<file path="config.mk">
export PLATFORM = sky130hd
export DESIGN_NAME = instruction_decode_stage
export DESIGN_NICKNAME = d
export VERILOG_FILES = /design/src/rtl/decode_pkg.sv /design/src/rtl/instruction_decode_stage.sv
export SDC_FILE = /design/constraint.sdc
export NUM_CORES = 1
export LEC_CHECK = 0
export CORE_MARGIN = 2
export CORE_UTILIZATION = 43
export CTS_CLUSTER_SIZE = 28
export DETAILED_ROUTE_END_ITERATION = 12
export PLACE_DENSITY = 0.75
export SYNTH_ARGS = -nofsm -noshare
export SYNTH_HDL_FRONTEND = slang
export SYNTH_SLANG_ARGS = --single-unit
export TNS_END_PERCENT = 5
</file>
<file path="constraint.sdc">
create_clock -name clk -period 1.7 [get_ports clk]
set_input_delay 0.51 -clock clk [delete_from_list [all_inputs] [get_ports clk]]
set_output_delay 0.51 -clock clk [all_outputs]
set_load 0.005 [all_outputs]
</file>
<file path="src/rtl/decode_pkg.sv">
// ---------------------------------------------------------------------------
// decode_pkg
// Shared types and constants for the instruction decode stage.
//   opcode_e  : 3-bit opcode values (NOP..BNZ)
//   state_e   : decode FSM states
//   *_MSB/LSB : bit positions of the fields inside an instruction byte
//   is_two_byte() : true for opcodes that are followed by an operand byte
// ---------------------------------------------------------------------------
package decode_pkg;

    typedef enum logic [2:0] {
        OP_NOP = 3'd0,
        OP_ADD = 3'd1,
        OP_SUB = 3'd2,
        OP_XOR = 3'd3,
        OP_SHL = 3'd4,
        OP_LDI = 3'd5,
        OP_JMP = 3'd6,
        OP_BNZ = 3'd7
    } opcode_e;

    typedef enum logic [1:0] {
        ST_DECODE   = 2'd0,
        ST_OPERAND  = 2'd1,
        ST_REDIRECT = 2'd2,
        ST_FLUSH    = 2'd3
    } state_e;

    // Byte layout: [7:5] opcode, [4:3] rd, [2:1] rs, [0] unused
    localparam int OPC_MSB = 7;
    localparam int OPC_LSB = 5;
    localparam int RD_MSB  = 4;
    localparam int RD_LSB  = 3;
    localparam int RS_MSB  = 2;
    localparam int RS_LSB  = 1;

    function automatic logic is_two_byte(input opcode_e op);
        return (op == OP_LDI) || (op == OP_JMP) || (op == OP_BNZ);
    endfunction

endpackage

</file>
<file path="src/rtl/instruction_decode_stage.sv">
// ---------------------------------------------------------------------------
// instruction_decode_stage
// Decodes the byte stream from instructionGetter into registered decode
// outputs for execute, assembles two-byte instructions, and redirects fetch
// on JMP / taken BNZ while discarding the wrong-path bytes in flight.
//
// Ports
//   clk             in   stage clock, rising edge
//   rst             in   asynchronous active-high reset
//   instruction     in   [7:0] byte from instructionGetter, one per cycle
//   zeroFlag        in   zero flag from execute, used in BNZ operand cycle
//   decValid        out  one-cycle pulse per decoded instruction
//   decOpcode       out  [2:0] opcode
//   decRd           out  [1:0] destination register
//   decRs           out  [1:0] source register
//   decImm          out  [7:0] immediate (LDI only, 0 for other ops)
//   parallelFlag    out  one-cycle fetch redirect request
//   parallelAddress out  [ADDR_W-1:0] redirect target
//
// State     | meaning
// ----------+---------------------------------------------------------------
// DECODE    | current byte is an opcode byte
// OPERAND   | current byte is the operand of the latched two-byte opcode
// REDIRECT  | parallelFlag is high; current byte is wrong-path, discarded
// FLUSH     | discarding remaining wrong-path bytes, counter counts down
// ---------------------------------------------------------------------------
module instruction_decode_stage
    import decode_pkg::*;
#(
    parameter int ADDR_W       = 8,
    parameter int FLUSH_CYCLES = 1
) (
    input  logic              clk,
    input  logic              rst,
    input  logic [7:0]        instruction,
    input  logic              zeroFlag,
    output logic              decValid,
    output logic [2:0]        decOpcode,
    output logic [1:0]        decRd,
    output logic [1:0]        decRs,
    output logic [7:0]        decImm,
    output logic              parallelFlag,
    output logic [ADDR_W-1:0] parallelAddress
);

    localparam int CNT_W = (FLUSH_CYCLES < 1) ? 1 : $clog2(FLUSH_CYCLES + 1);

    // Field extraction from the current byte
    opcode_e    w_byte_op;
    logic [1:0] w_byte_rd;
    logic [1:0] w_byte_rs;
    logic       w_unused_bit0;

    assign w_byte_op     = opcode_e'(instruction[OPC_MSB:OPC_LSB]);
    assign w_byte_rd     = instruction[RD_MSB:RD_LSB];
    assign w_byte_rs     = instruction[RS_MSB:RS_LSB];
    assign w_unused_bit0 = instruction[0];

    // FSM and capture registers
    state_e      r_state;
    logic [CNT_W-1:0] r_cnt;
    opcode_e     r_lat_op;
    logic [1:0]  r_lat_rd;
    logic [1:0]  r_lat_rs;

    // Output registers
    logic              r_valid;
    logic [2:0]        r_opc;
    logic [1:0]        r_rd;
    logic [1:0]        r_rs;
    logic [7:0]        r_imm;
    logic              r_pflag;
    logic [ADDR_W-1:0] r_paddr;

    // Next-state values
    state_e            w_state_nxt;
    logic [CNT_W-1:0]  w_cnt_nxt;
    opcode_e           w_lat_op_nxt;
    logic [1:0]        w_lat_rd_nxt;
    logic [1:0]        w_lat_rs_nxt;
    logic              w_valid_nxt;
    logic [2:0]        w_opc_nxt;
    logic [1:0]        w_rd_nxt;
    logic [1:0]        w_rs_nxt;
    logic [7:0]        w_imm_nxt;
    logic              w_pflag_nxt;
    logic [ADDR_W-1:0] w_paddr_nxt;

    always_ff @(posedge clk or posedge rst) begin
        if (rst) begin
            r_state  <= ST_DECODE;
            r_cnt    <= '0;
            r_lat_op <= OP_NOP;
            r_lat_rd <= '0;
            r_lat_rs <= '0;
            r_valid  <= 1'b0;
            r_opc    <= '0;
            r_rd     <= '0;
            r_rs     <= '0;
            r_imm    <= '0;
            r_pflag  <= 1'b0;
            r_paddr  <= '0;
        end else begin
            r_state  <= w_state_nxt;
            r_cnt    <= w_cnt_nxt;
            r_lat_op <= w_lat_op_nxt;
            r_lat_rd <= w_lat_rd_nxt;
            r_lat_rs <= w_lat_rs_nxt;
            r_valid  <= w_valid_nxt;
            r_opc    <= w_opc_nxt;
            r_rd     <= w_rd_nxt;
            r_rs     <= w_rs_nxt;
            r_imm    <= w_imm_nxt;
            r_pflag  <= w_pflag_nxt;
            r_paddr  <= w_paddr_nxt;
        end
    end

    always_comb begin
        // Pulses default low; decode fields and target hold their last value
        w_state_nxt  = r_state;
        w_cnt_nxt    = r_cnt;
        w_lat_op_nxt = r_lat_op;
        w_lat_rd_nxt = r_lat_rd;
        w_lat_rs_nxt = r_lat_rs;
        w_valid_nxt  = 1'b0;
        w_opc_nxt    = r_opc;
        w_rd_nxt     = r_rd;
        w_rs_nxt     = r_rs;
        w_imm_nxt    = r_imm;
        w_pflag_nxt  = 1'b0;
        w_paddr_nxt  = r_paddr;

        unique case (r_state)
            ST_DECODE: begin
                if (is_two_byte(w_byte_op)) begin
                    w_lat_op_nxt = w_byte_op;
                    w_lat_rd_nxt = w_byte_rd;
                    w_lat_rs_nxt = w_byte_rs;
                    w_state_nxt  = ST_OPERAND;
                end else if (w_byte_op != OP_NOP) begin
                    w_valid_nxt = 1'b1;
                    w_opc_nxt   = w_byte_op;
                    w_rd_nxt    = w_byte_rd;
                    w_rs_nxt    = w_byte_rs;
                    w_imm_nxt   = 8'h00;
                end
            end

            ST_OPERAND: begin
                // The byte here is pure data, whatever its bit pattern
                if (r_lat_op == OP_LDI) begin
                    w_valid_nxt = 1'b1;
                    w_opc_nxt   = OP_LDI;
                    w_rd_nxt    = r_lat_rd;
                    w_rs_nxt    = r_lat_rs;
                    w_imm_nxt   = instruction;
                    w_state_nxt = ST_DECODE;
                end else if ((r_lat_op == OP_BNZ) && zeroFlag) begin
                    w_state_nxt = ST_DECODE;
                end else begin
                    w_pflag_nxt = 1'b1;
                    w_paddr_nxt = instruction[ADDR_W-1:0];
                    w_state_nxt = ST_REDIRECT;
                end
            end

            ST_REDIRECT: begin
                if (FLUSH_CYCLES == 0) begin
                    w_state_nxt = ST_DECODE;
                end else begin
                    w_cnt_nxt   = CNT_W'(FLUSH_CYCLES);
                    w_state_nxt = ST_FLUSH;
                end
            end

            ST_FLUSH: begin
                // Counter was loaded with FLUSH_CYCLES; leaving at 1 discards
                // exactly that many bytes. The <= also guards a stray zero.
                w_cnt_nxt = r_cnt - CNT_W'(1);
                if (r_cnt <= CNT_W'(1)) begin
                    w_state_nxt = ST_DECODE;
                end
            end

            default: begin
                w_state_nxt = ST_DECODE;
            end
        endcase
    end

    assign decValid        = r_valid;
    assign decOpcode       = r_opc;
    assign decRd           = r_rd;
    assign decRs           = r_rs;
    assign decImm          = r_imm;
    assign parallelFlag    = r_pflag;
    assign parallelAddress = r_paddr;

endmodule

</file>
[Yosys cells after proc, flatten, opt, wreduce, memory -nomap -nowiden]
Index checks and enable logic that the tools add are counted.
Operators by class
  $add $sub $neg: 1
  $mul: 0
  divide/modulo/power cells: 0
  order comparisons: 1
  eq/ne operators: 13
  shift operators: 0
  mux-type cells: 29
  bitwise operators: 2
  reduce and logical (&&, ||, !) cells: 11
Operators with widths (number)
  2-to-1 mux 8 bit: 3
  2-to-1 mux 2 bit: 10
  one-hot mux 8 bit (2 select lines): 1
  equality test 3 bit, second input constant: 5
  inequality test 2 bit, second input constant: 5
  2-to-1 mux 3 bit: 3
  one-hot mux 2 bit (2 select lines): 2
  one-hot mux 2 bit (4 select lines): 1
  2-to-1 mux 1 bit: 6
  one-hot mux 3 bit (2 select lines): 1
  equality test 2 bit, second input constant: 2
  one-hot mux 1 bit (2 select lines): 2
  AND reduction 2 bit: 2
  AND reduction 4 bit: 1
  nonzero test 2 bit: 2
  AND reduction 3 bit: 1
  nonzero test 3 bit: 1
  equality test 2 x 1 -> 1 bit, second input constant: 1
  zero test 2 bit: 1
  logical OR 1 bit: 2
  NOT 1 bit: 2
  <= comparator 1 bit, second input constant: 1
  logical AND 1 bit: 1
  subtractor 1 bit, second input constant: 1
Word-level totals
  register bits: 35
  bits in latches: 0
  RAM bits: 0
  bits in read-only memories: 0
  bits of input ports: 11
  output and inout bits: 25
  logic and storage cells: 69
  memories kept: 0

[Logic depth before layout (Yosys ltp)]
  depth after elaboration: 5
  gate-level depth with buffers: 7
  depth with buffers taken out: 4

[Least setup slack after synthesis]
OpenSTA, ideal clock, no wires.
  kind: register to register
  from: register with a tool-made name
  to: register r_rd[1] (netlist: decRd[1])
  library setup time: 74 ps
  arrival: 1591 ps
  data required time: 1626 ps
  path slack: 35 ps
  cell stages (with the launch flop): 8
  path buffers: 3
  clock period less this slack: 1665 ps
  path through: dfrtp_1 > nand2b_1 > buf_2 > or3_1 > clkbuf_2 > and2_4 > buf_6 > o21ai_2
RTL lines
  to (signal assigned): line instruction_decode_stage.sv:111  | r_rd <= w_rd_nxt;
  to (decl): line instruction_decode_stage.sv:69  | logic [1:0] r_rd;

[Final worst setup path]
  from: input port instruction[7]
  to: register r_imm[5] (netlist: decImm[5])
Between the ends
  longest elaborated chain between the ends: 5
  elaborated cells between the ends (all ways): 9
  classes of those cells: eq/ne: 5; reduce/logical: 4
RTL lines
  from (decl): line instruction_decode_stage.sv:35  | input logic [7:0] instruction,
  equality test 3 bit: line decode_pkg.sv:38  | return (op == OP_LDI) || (op == OP_JMP) || (op == OP_BNZ);
  logical OR 1 bit (2 in a row): line decode_pkg.sv:38
  inequality test 2 bit (no source line)
  AND reduction 4 bit (no source line) *
  to (signal assigned): line instruction_decode_stage.sv:113  | r_imm <= w_imm_nxt;
  to (decl): line instruction_decode_stage.sv:71  | logic [7:0] r_imm;
Every way passes the cells marked *; elsewhere a longest branch is shown, timed or not.
A chain may end at the register's enable or synchronous reset.

==> metrics <==
drt initial violations=36; RSZ-0062 raised after global routing=false; Post-synth EDFFs=0; share of cells above drive strength 1=0.276; CTS max path bufs=2; combinational share of power=0.451; Clock transition at path regs=0.10 ns; Clk Latency, worst-skew pair=0.33 ns; Clock Power Share=0.136; Worst Path Required=1.91 ns; top cell type's share of synthesized area=0.593; Yosys reg bits=34; Avg Cell Area, Syn=11.9 um2; synth warn=0; CP Launch Type=input pin; Pint=2200 uW; # nets final=180; via count=1083; IO buf count=35; HPWL Detailed=2130 um; Final Hold Fails=0; Total GRT Usage=0.181; Worst Setup End Kind=flop; Final min period=1.66 ns; largest net degree at the start of global routing=35; Routed Antenna Nets=0; Synthesized Nets=132; Psw=1170 uW; Root Buffer Master=clkbuf_4; cell-by-cell trace of the critical path=clkdlybuf4s50_1, or3_1, nand3_2, and2_4, o21ai_0; Top delay family on crit path=simple AND/OR/NAND/NOR gates; Tightest Pin Transition=0.250 ns; final worst path period share=0.974; CP Data Arrival Time=1.86 ns; Ports=36; number of antenna diodes=0; drt via density=5.06; vias in the first global route=1077; CTS tree=done; GPL Wtd Cong=0.845; P_leak=0.000959 uW; Worst path slowest cell=clkdlybuf4s50_1; library cells used by synthesis=25; Max FO, Critical Path=7; CTS H-tree lvls=2; post-synthesis cell count=121; Final Max Tran Viols=0; Synth area leaders=dfrtp_1 (59%), mux2_2 (10%), o21ai_2 (5.5%); CP peak stage delay=0.47 ns; cell taking the most area after synthesis=dfrtp_1; core area=3100 um2; Tot Pwr=3370 uW; Highest Clock Rate=604 MHz; total gr overflow=0; max-cap viol count=0; WL/cell=14.4 um; WP buf/inv=1; Synth top cells by count=dfrtp_1 (34), nand3_1 (14), mux2_2 (13); Layout Area Growth over Synthesis=36.7%; final number of setup-violating endpoints=0; Sw Share=0.346; Max rail drop VDD=0.757 mV; cts bufs inserted=5; fraction of registers with async set/reset=1.00; chip height=61.7 um; DRC=0; register share of total power=0.414; ys flop type=dfrtp_1; drt total wl=3080 um; Slew Limit Headroom=0.832; Die X-Extent=61.7 um; top-count cell post-synth=dfrtp_1; Starting Density=0.462; mapped cell area=1430 um2; first-pass GRT wire length=4890 um; FP Rows=20; Sink Count=34; die area=3810 um2; clk_skew=0.00715 ns; initial antenna violation count=0; Crit Path Class=in -> reg; Post-Place Cell Area=1900 um2; sequential share of the synthesized area=0.593; status=finished clean; # hold bufs at CTS=0; post-route design area=1960 um2; total iterations of the first detailed-routing run=4; P per Cell Area=1720 nW/um2; Worst Hold Class=reg -> reg
-- final cells by class --
| class | count | area [um2] |
|---|---|---|
| fillers | 264 | 1140 |
| flip-flops and latches | 34 | 851 |
| inverters | 5 | 18.8 |
| repair buffers | 47 | 433 |
| clock buffers | 7 | 55.1 |
| multi-input cells | 76 | 543 |
| clock inverters | 1 | 5.00 |
| well taps | 44 | 55.1 |
-- final timing paths --
check / startpoint / to / slack [ns] / cells after the start
min in group asynchronous: rst / parallelAddress[3]$_DFFE_PP0P_ / 0.50 / 3
worst max-delay path: instruction[7] / decImm[5]$_DFFE_PP0P_ / 0.04 / 5
max in group asynchronous: rst / decImm[7]$_DFFE_PP0P_ / 1.01 / 3
worst min-delay path: r_lat_op[2]$_DFFE_PP0P_ / r_lat_op[2]$_DFFE_PP0P_ / 0.48 / 1
worst max register to register: flop / decImm[5]$_DFFE_PP0P_ / 0.14 / 5
worst min register to register: r_lat_op[2]$_DFFE_PP0P_ / r_lat_op[2]$_DFFE_PP0P_ / 0.48 / 1
-- kinds of logic after synthesis --
group                  after synthesis  synth area share
buffers and inverters               12            0.0401
AO/OA/AOI/OAI                       22             0.106
AND/OR/NAND/NOR                     36             0.130
flip-flops                          34             0.593
multiplexers                        17             0.130
-- placed cells by master, fill, tap and decap left out, drive strengths merged --
cell           count
dfrtp             34
dlygate4sd2       23
o21ai             18
nand3             14
mux2              13
buf               12
nand2             10
clkdlybuf4s50     10
clkbuf             7
inv                5
mux2i              4
nor2b              2
or3                2
and2               2
o31ai              2
dlymetal6s2s       2
nor3               2
nor2               1
nand2b             1
nor4               1
or2                1
a21oi              1
nand3b             1
o31a               1
clkinv             1
-- layer usage --
| layer | track usage | share of wire | vias to the layer above |
|---|---|---|---|
| met1 | 0.231 | 0.44 | 517 |
| met5 | 0 | 0 | - |
| met2 | 0.292 | 0.50 | 35 |
| li1 | - | - | 525 |
| met3 | 0.0497 | 0.049 | 6 |
| met4 | 0.0760 | 0.019 | 0 |
-- timing repair --
action,in CTS,in global routing
gates resized for setup,24,6
gates cloned,0,1
endpoints found under the setup margin,31,14
buffers inserted,1,0
pin swaps,1,1
-- per-stage QoR --
step	instances	setup WS [ns]	TNS [ns]	hold slack (ns)	utilization
floorplan	121	0.0352	0	0.440	-
global placement	204	-0.413	-8.30	0.451	0.611
detailed placement	204	-0.449	-9.03	0.458	0.611
CTS	213	-0.00878	-0.00878	0.483	0.623
global route	214	0.0149	0	0.502	0.632
finish	214	0.0448	0	0.480	0.632
-- power groups by stage --
stage | Combinational (uW) | Clock [uW] | Sequential, uW
finish | 1520 | 458 | 1390
global route | 1690 | 507 | 1440
floorplan | 849 | 0 | 1420
CTS | 1510 | 475 | 1400
detailed placement | 1670 | 0 | 1420
global placement | 1630 | 0 | 1410
-- registers in the layout (all words and copies together) (netlist names), named ones only --
register,count
decImm,8
parallelAddress,8
decOpcode,3
r_lat_op,3
decRd,2
decRs,2
r_lat_rd,2
r_lat_rs,2
decValid,1
parallelFlag,1
r_state,1
(Power assumes the default switching activity.)
